$ cat src/rtl/manifold_beam_sequencer.sv
// Streaming beam-splitter sequencer: consumes one map row per handshake, propagates the beam
// vector and accumulates a saturating split count. Optional abort input under MANIFOLD_ABORT_EN.
module manifold_beam_sequencer #(
  parameter int WIDTH     = 141,
  parameter int HEIGHT    = 141,
  parameter int START_COL = 70,
  parameter int CNT_W     = 32
) (
  input  logic             clk,
  input  logic             rst_n,
  input  logic             start,
`ifdef MANIFOLD_ABORT_EN
  input  logic             abort,
`endif
  input  logic             row_valid,
  output logic             row_ready,
  input  logic [WIDTH-1:0] row_data,
  output logic             busy,
  output logic             finished,
  output logic [CNT_W-1:0] result,
  output logic [WIDTH-1:0] beam_out
);

  localparam int PC_W = $clog2(WIDTH + 1);
  localparam int RC_W = (HEIGHT > 2) ? $clog2(HEIGHT) : 1;
  localparam int SW   = CNT_W + PC_W + 1;
  localparam logic [CNT_W-1:0] CNT_MAX   = {CNT_W{1'b1}};
  localparam logic [WIDTH-1:0] BEAM_SEED = {{(WIDTH-1){1'b0}}, 1'b1} << START_COL;
  localparam logic [RC_W-1:0]  LAST_ROW  = RC_W'(HEIGHT - 2);

  typedef enum logic [1:0] {
    ST_IDLE  = 2'd0,
    ST_RUN   = 2'd1,
    ST_DRAIN = 2'd2,
    ST_DONE  = 2'd3
  } state_e;

  function automatic logic [PC_W-1:0] popcount(input logic [WIDTH-1:0] v);
    logic [PC_W-1:0] n;
    n = '0;
    for (int i = 0; i < WIDTH; i++) begin
      n = n + PC_W'(v[i]);
    end
    return n;
  endfunction

  function automatic logic [CNT_W-1:0] sat_add(input logic [CNT_W-1:0] a,
                                               input logic [PC_W-1:0]  b);
    logic [SW-1:0] s;
    s = SW'(a) + SW'(b);
    if (s > SW'(CNT_MAX)) begin
      return CNT_MAX;
    end else begin
      return s[CNT_W-1:0];
    end
  endfunction

  state_e           state_q;
  logic [WIDTH-1:0] beam_q;
  logic [WIDTH-1:0] hits_q;
  logic [CNT_W-1:0] sum_q;
  logic [CNT_W-1:0] result_q;
  logic             finished_q;
  logic [RC_W-1:0]  row_cnt_q;

  logic             abort_req;
  logic             handshake;
  logic [WIDTH-1:0] hits_d;
  logic [WIDTH-1:0] beam_d;
  logic [CNT_W-1:0] acc_d;

`ifdef MANIFOLD_ABORT_EN
  assign abort_req = abort;
`else
  assign abort_req = 1'b0;
`endif

  assign row_ready = (state_q == ST_RUN);
  assign busy      = (state_q == ST_RUN) || (state_q == ST_DRAIN);
  assign handshake = row_valid & row_ready;

  // A split sends the beam to both neighbours; shifts naturally drop beams leaving the edges.
  assign hits_d = beam_q & row_data;
  assign beam_d = (beam_q & ~row_data) | (hits_d << 1) | (hits_d >> 1);
  assign acc_d  = sat_add(sum_q, popcount(hits_q));

  assign finished = finished_q;
  assign result   = result_q;
  assign beam_out = beam_q;

  // Sequencer FSM and datapath registers; split counts are folded in one cycle after the row.
  always_ff @(posedge clk or negedge rst_n) begin
    if (!rst_n) begin
      state_q    <= ST_IDLE;
      beam_q     <= '0;
      hits_q     <= '0;
      sum_q      <= '0;
      result_q   <= '0;
      finished_q <= 1'b0;
      row_cnt_q  <= '0;
    end else begin
      case (state_q)
        ST_IDLE, ST_DONE: begin
          if (start && !abort_req) begin
            beam_q     <= BEAM_SEED;
            row_cnt_q  <= '0;
            sum_q      <= '0;
            hits_q     <= '0;
            finished_q <= 1'b0;
            state_q    <= ST_RUN;
          end
        end
        ST_RUN: begin
          if (abort_req) begin
            hits_q  <= '0;
            state_q <= ST_IDLE;
          end else begin
            sum_q <= acc_d;
            if (handshake) begin
              hits_q    <= hits_d;
              beam_q    <= beam_d;
              row_cnt_q <= row_cnt_q + RC_W'(1);
              if (row_cnt_q == LAST_ROW) begin
                state_q <= ST_DRAIN;
              end
            end else begin
              hits_q <= '0;
            end
          end
        end
        ST_DRAIN: begin
          hits_q <= '0;
          if (abort_req) begin
            state_q <= ST_IDLE;
          end else begin
            result_q   <= acc_d;
            finished_q <= 1'b1;
            state_q    <= ST_DONE;
          end
        end
        default: begin
          state_q <= ST_IDLE;
        end
      endcase
    end
  end

endmodule

$ cat config.mk
export PLATFORM = sky130hd
export DESIGN_NAME = manifold_beam_sequencer
export DESIGN_NICKNAME = d
export VERILOG_FILES = /design/src/rtl/manifold_beam_sequencer.sv
export SDC_FILE = /design/constraint.sdc
export NUM_CORES = 1
export LEC_CHECK = 0
export CORE_ASPECT_RATIO = 1.5
export CORE_MARGIN = 2
export CORE_UTILIZATION = 30
export CTS_CLUSTER_DIAMETER = 40
export DETAILED_ROUTE_END_ITERATION = 10
export DONT_BUFFER_PORTS = 1
export GPL_ROUTABILITY_DRIVEN = 0
export GPL_TIMING_DRIVEN = 1
export MAX_ROUTING_LAYER = met4
export SLEW_MARGIN = 20
export SYNTH_ARGS = -nofsm -noshare
export SYNTH_HDL_FRONTEND = slang
export SYNTH_SLANG_ARGS = --single-unit
$ cat constraint.sdc
create_clock -name clk -period 10.5 [get_ports clk]
set_input_delay 1.575 -clock clk [delete_from_list [all_inputs] [get_ports clk]]
set_output_delay 1.575 -clock clk [all_outputs]
set_load 0.01 [all_outputs]
# Word-level counts from Yosys, hierarchy flattened
# Cells that the tools add are included.
[word_totals] regBits=357 input_bits=145 output_inout_bits=176 word_cells=190
[classes] addsub=142 order_cmp=1 eq_ne=7 n_mux=18 n_bitwise=6 n_reduce_logical=9
[ops] op="adder 8 x 1 -> 8 bit" count=133
[ops] op="two-way mux 141 bit" count=4
[ops] op="case mux 141 bit (3 select lines)" count=1
[ops] op="bitwise AND 141 bit" count=2
[ops] op="case mux 141 bit (2 select lines)" count=1
[ops] op="inverter 141 bit" count=1
[ops] op="bitwise OR 141 x 140 -> 141 bit" count=1
[ops] op="bitwise OR 141 bit" count=1
[ops] op="two-way mux 32 bit" count=2
[ops] op="case mux 32 bit (2 select lines)" count=1
[ops] op="adder 32 x 8 -> 33 bit" count=1
[ops] op="> comparator 33 x 32 -> 1 bit, second input constant" count=1
[ops] op="two-way mux 8 bit" count=2
[ops] op="case mux 8 bit (2 select lines)" count=1
[ops] op="adder 7 x 1 -> 8 bit" count=1
[ops] op="adder 8 x 1 -> 8 bit, second input constant" count=1
[ops] op="equality test 8 bit, second input constant" count=1
[ops] op="adder 6 x 1 -> 7 bit" count=1
[ops] op="adder 5 x 1 -> 6 bit" count=1
[ops] op="two-way mux 2 bit" count=3
[ops] op="case mux 2 bit (3 select lines)" count=1
[ops] op="AND reduction 3 bit" count=2
[ops] op="adder 4 x 1 -> 5 bit" count=1
[ops] op="adder 3 x 1 -> 4 bit" count=1
[ops] op="other kinds (14)" count=18

# Longest topological paths before layout
[depth] word_depth=144 ltp_mapped=27 mapped_depth_nobuf=25

# Least setup slack after synthesis
# OpenSTA, ideal clock, no wires.
[synth_timing] path_type="reg2reg" startpoint="register hits_q[131]" endpoint="register result_q[16] (netlist: result[16])" setup_time_ns=0.125 t_arrival_ns=7.421 t_required_ns=10.375 path_slack_ns=2.954 path_stages_with_launch=27 path_buffers=1 period_less_slack_ns=7.546 cell_sequence="dfrtp_1 -> inv_1 -> fa_1 -> inv_1 -> fa_1 -> fa_1 -> inv_1 -> fa_1 -> inv_1 -> fa_1 -> inv_1 -> fa_1 -> inv_1 -> fa_1 -> fa_1 -> fa_1 -> inv_1 -> fa_1 -> inv_1 -> fa_1 -> a21oi_1 -> o22ai_2 -> o22ai_2 -> buf_6 -> nor2_2 -> mux2_1 -> mux2_2"
[synth_via] elab_chain_cells=13
[synth_lines] element="from (decl)" line="60" rtl="logic [WIDTH-1:0] hits_q;"
[synth_lines] element="from (signal assigned)" line="120" rtl="hits_q <= hits_d;"
[synth_lines] element="adder 8 x 1 -> 8 bit (*) (10 in a row)" line="42" rtl="n = n + PC_W'(v[i]);"
[synth_lines] element="adder 32 x 8 -> 33 bit (*)" line="50" rtl="s = SW'(a) + SW'(b);"
[synth_lines] element="> comparator 33 x 32 -> 1 bit" line="51" rtl="if (s > SW'(CNT_MAX)) begin"
[synth_lines] element="two-way mux 32 bit (*)" line="51"
[synth_lines] element="to (signal assigned)" line="98" rtl="result_q <= '0;"
[synth_lines] element="to (signal assigned)" line="136" rtl="result_q <= acc_d;"
[synth_lines] element="to (decl)" line="62" rtl="logic [CNT_W-1:0] result_q;"
# Mark *: on every way between the ends. The rest lies on a longest branch, timed or not.
# A chain may end at the register's enable or synchronous reset.

# Final worst setup path
[layout_timing] startpoint="register hits_q[119]" endpoint="register result_q[22] (netlist: result[22])"
[layout_via] elab_chain_cells=25
[layout_lines] element="adder 8 x 1 -> 8 bit (*) (22 in a row)" line="42"
[layout_lines] element="adder 32 x 8 -> 33 bit (*)" line="50"
[layout_lines] element="> comparator 33 x 32 -> 1 bit" line="51"
[layout_lines] element="two-way mux 32 bit (*)" line="51"
# Marked as above.

==> results by group <==
Run status
  – Status: finished, final reports clean

Floorplanning
  – Row cnt: approximately 110
  – Die Y: between 300 and 400 um
  – Starting Density: 30.3%
  – Top Ports: about 320
  – Area of the core: between 60000 and 70000 um2
  – Die ar.: roughly 66000 um2
  – Die extent in x: approximately 210 um

Power
  – Max VDD drop: between 0.2 and 0.25 mV
  – Lkg Pwr: around 11 nW
  – Clock power share: a little over two fifths
  – Net Switching: 1.46 mW
  – Logic pwr share: 19.8%
  – Switching share of power: between 30% and 40%
  – Reg power frac: a little under two fifths
  – Design internal power: between 2 and 3 mW
  – Pwr dens: around 190 nW/um2
  – Final Power: 4.21 mW

Setup path
  – Worst Setup SP: hits_q[119]
  – Max FO, Critical Path: 18
  – FF-to-FF Start: hits_q[119]
  – Crit-path cells: fa_1 -> inv_1 -> fa_1 -> inv_1 -> fa_1 -> fa_1 -> fa_1 -> inv_1 -> fa_1 -> inv_1 -> fa_1 -> fa_1 -> fa_1 -> inv_1 -> fa_1 -> inv_1 -> fa_1 -> a21oi_1 -> o22ai_2 -> o22ai_2 -> nor3_1 -> nand2b_1 -> o32a_1
  – Crit. End Element: register
  – Slowest cell on the critical path: o22ai_2
  – WS Path Type: reg2reg
  – CP most frequent cell: fa_1
  – Req. time, crit path: between 10 and 15 ns
  – Worst setup SP type: register
  – Worst path max stage delay: around 0.60 ns
  – WP data arrival: around 9.3 ns

Final layout
  – Layout Nets: roughly 2300
  – Area grow syn2layout: 13.2%
  – Final Cell Area: ~22000 um2
  – Final cell count without fillers: between 2000 and 3000
  – Share of cells above drive strength 1: around 7%
  – Ant diodes: 0
  – Util after Layout: around 34%

Synth
  – Count of cell types in the netlist: 76
  – Synth Register Bits: around 360
  – Register area share after synthesis: a little under half
  – Yosys Warn Count: 0
  – Post-synth ARST share: 100%
  – Syn Inst Count: just under 2000
  – Average cell area after synthesis: between 9 and 10 um2
  – EDFF count, synth: 0
  – Synth Net Count: 2281
  – Mapped cell area: approximately 19000 um2
  – Ys flop type: dfrtp_1

STA
  – Final hold violation count: 0
  – RSZ-0062 raised after global routing: false
  – Least-Margin Pin Slew: around 1.3 ns
  – Tcrit/Tclk final: a little over four fifths
  – PnR worst setup slack: around 1.7 ns
  – Max Slew Vio Count: 0
  – Worst hold slack: roughly 0.49 ns
  – TNS Setup: 0 ns
  – Setup-failing EPs final: 0
  – Relative slew margins: between 10 and 15%
  – Fin crit period: slightly below 9 ns
  – Maximum clock rate: about 110 MHz
  – Setup Skew: 0.0240 ns

Route
  – Avg WL per Cell: roughly 22 um
  – DRC viols: 0
  – Vias/cell: between 5 and 6
  – Iteration-0 DRC Markers: 940
  – Drt pass-1 iters: 5
  – Number of routed nets with antenna violations: 0
  – Total number of vias: 14400
  – Final wirelength: between 50000 and 60000 um

Place
  – Port bufs: 0
  – Post-DP HPWL: 44400 um
  – Worst slack, placed: roughly 1.8 ns
  – Dpl cells: 2680
  – Placed cell areas: 19900 um2

Clock tree
  – CTS tree: built
  – Root Buffer: clkbuf_16
  – Skew-Pair Late Insertion Delay: 0.61 ns
  – Num CTS Buffers: 52
  – CTS Buffer Depth: 3
  – Post-CTS Setup Inserts: 0
  – Cts hold-fix bufs: 0
  – Clock-pin slew on the worst setup and hold paths: 0.06 ns
  – H-tree Lvls: 2
  – Clock sinks: around 360
  – Post-cts sizing count: 0

Min path
  – Hold_sp: sum_q[3]
  – Hold Crit Class: reg2reg

Global route
  – Total GRT Usage: a little under a fifth
  – Antenna violations before repair: 0
  – GR Overflow Total: 0
  – Largest net degree at the start of global routing: approximately 360
  – Global-route wire length before repair: approximately 91000 um
  – Vias in the first global route: approximately 15000

Run
  – Max Cap Viol: 0
==> power groups by stage <==
stage,registers [mW],clock network [mW],logic [mW]
floorplan,1.54,0,0.626
global placement,1.59,0,0.818
detailed placement,1.59,0,0.836
CTS,1.57,1.85,0.850
global route,1.58,1.92,0.936
finish,1.57,1.81,0.832
==> Yosys cell counts, types with 4 or more instances <==
master	n	area [um2]
nand3b_1	4	30.0
clkbuf_1	66	248
inv_1	215	807
a21oi_1	43	215
buf_2	14	70.1
nor3_1	4	20.0
mux2_2	4	45.0
o22a_1	15	131
a21o_1	8	60.1
o21ai_0	241	1210
nand4_1	12	75.1
o2bb2ai_1	4	35.0
nand2b_1	4	25.0
ha_1	49	613
and3_1	7	43.8
o21ai_1	8	40.0
nand3_1	281	1410
nor2_1	40	150
a31oi_1	4	25.0
a22o_1	5	43.8
xor2_1	14	123
dfrtp_1	357	8930
a22oi_1	8	60.1
buf_4	6	45.0
xnor2_1	12	105
a32o_1	9	90.1
and2_1	4	25.0
fa_1	131	2620
nand2_1	308	1160
a211oi_1	6	45.0
==> registers in the layout, summed over array words and instances (netlist names) <==
register / cells
row_cnt_q: 8
beam_out: 141
sum_q: 32
state_q: 2
result: 32
finished: 1
hits_q: 141
==> placed cells by master (no fill, tap or decap), drive strengths merged, types with 5 or more instances in the layout <==
master	count
buf	9
nor2	43
xnor2	12
dfrtp	357
a22o	5
mux2	5
a32o	9
o21ai	249
a22oi	8
ha	49
nand3	282
nand2	308
clkbuf	64
a211oi	7
a21oi	44
o22a	15
o22ai	5
nand4	14
nor3	7
fa	131
a21o	8
and3	8
inv	227
xor2	14
clkinv	14
==> routing by layer <==
layer  up-vias  track usage, %  wire (um)
li1       6524               -          -
met1      7243            20.7      22600
met2       497            33.0      31400
met3       112            4.01       3710
met4         0            6.75       2110
met5         -               -          0
==> worst max-delay path, delay by kind of cell, from the launching register on <==
family | cells | cell delay [ns]
buf+inv | 6 | 0.38
compound gates | 4 | 1.53
fa+ha+maj | 11 | 5.59
simple gates | 2 | 0.75
flops | 1 | 0.40
==> cells by family after synthesis <==
logic type      Yosys count  synth area share (%)
compound gates          390                  12.2
xor+xnor                 26                  1.18
fa+ha+maj               180                  16.8
buf+inv                 305                  6.25
flops                   357                  46.5
mux                       7                 0.397
simple gates            691                  16.7
==> final timing paths <==
check | slack [ns] | end | cells after the start
worst max-delay path | 1.71 | result[22] | 23
worst min-delay path | 0.49 | sum_q[3] | 2
worst max register to register | 1.71 | result[22] | 23
worst min register to register | 0.49 | sum_q[3] | 2
max in group asynchronous | 8.76 | row_cnt_q[5] | 0
min in group asynchronous | 0.69 | beam_out[101] | 0
==> final cells by class <==
| cell class | count | area, um2 |
|---|---|---|
| clock buffers | 64 | 1430 |
| clock inverters | 33 | 387 |
| well taps | 805 | 1010 |
| repair buffers | 9 | 67.6 |
| fillers | 6427 | 41600 |
| flip-flops and latches | 357 | 8930 |
| multi-input cells | 1294 | 9120 |
| inverters | 215 | 807 |
(Power assumes the default switching activity.)
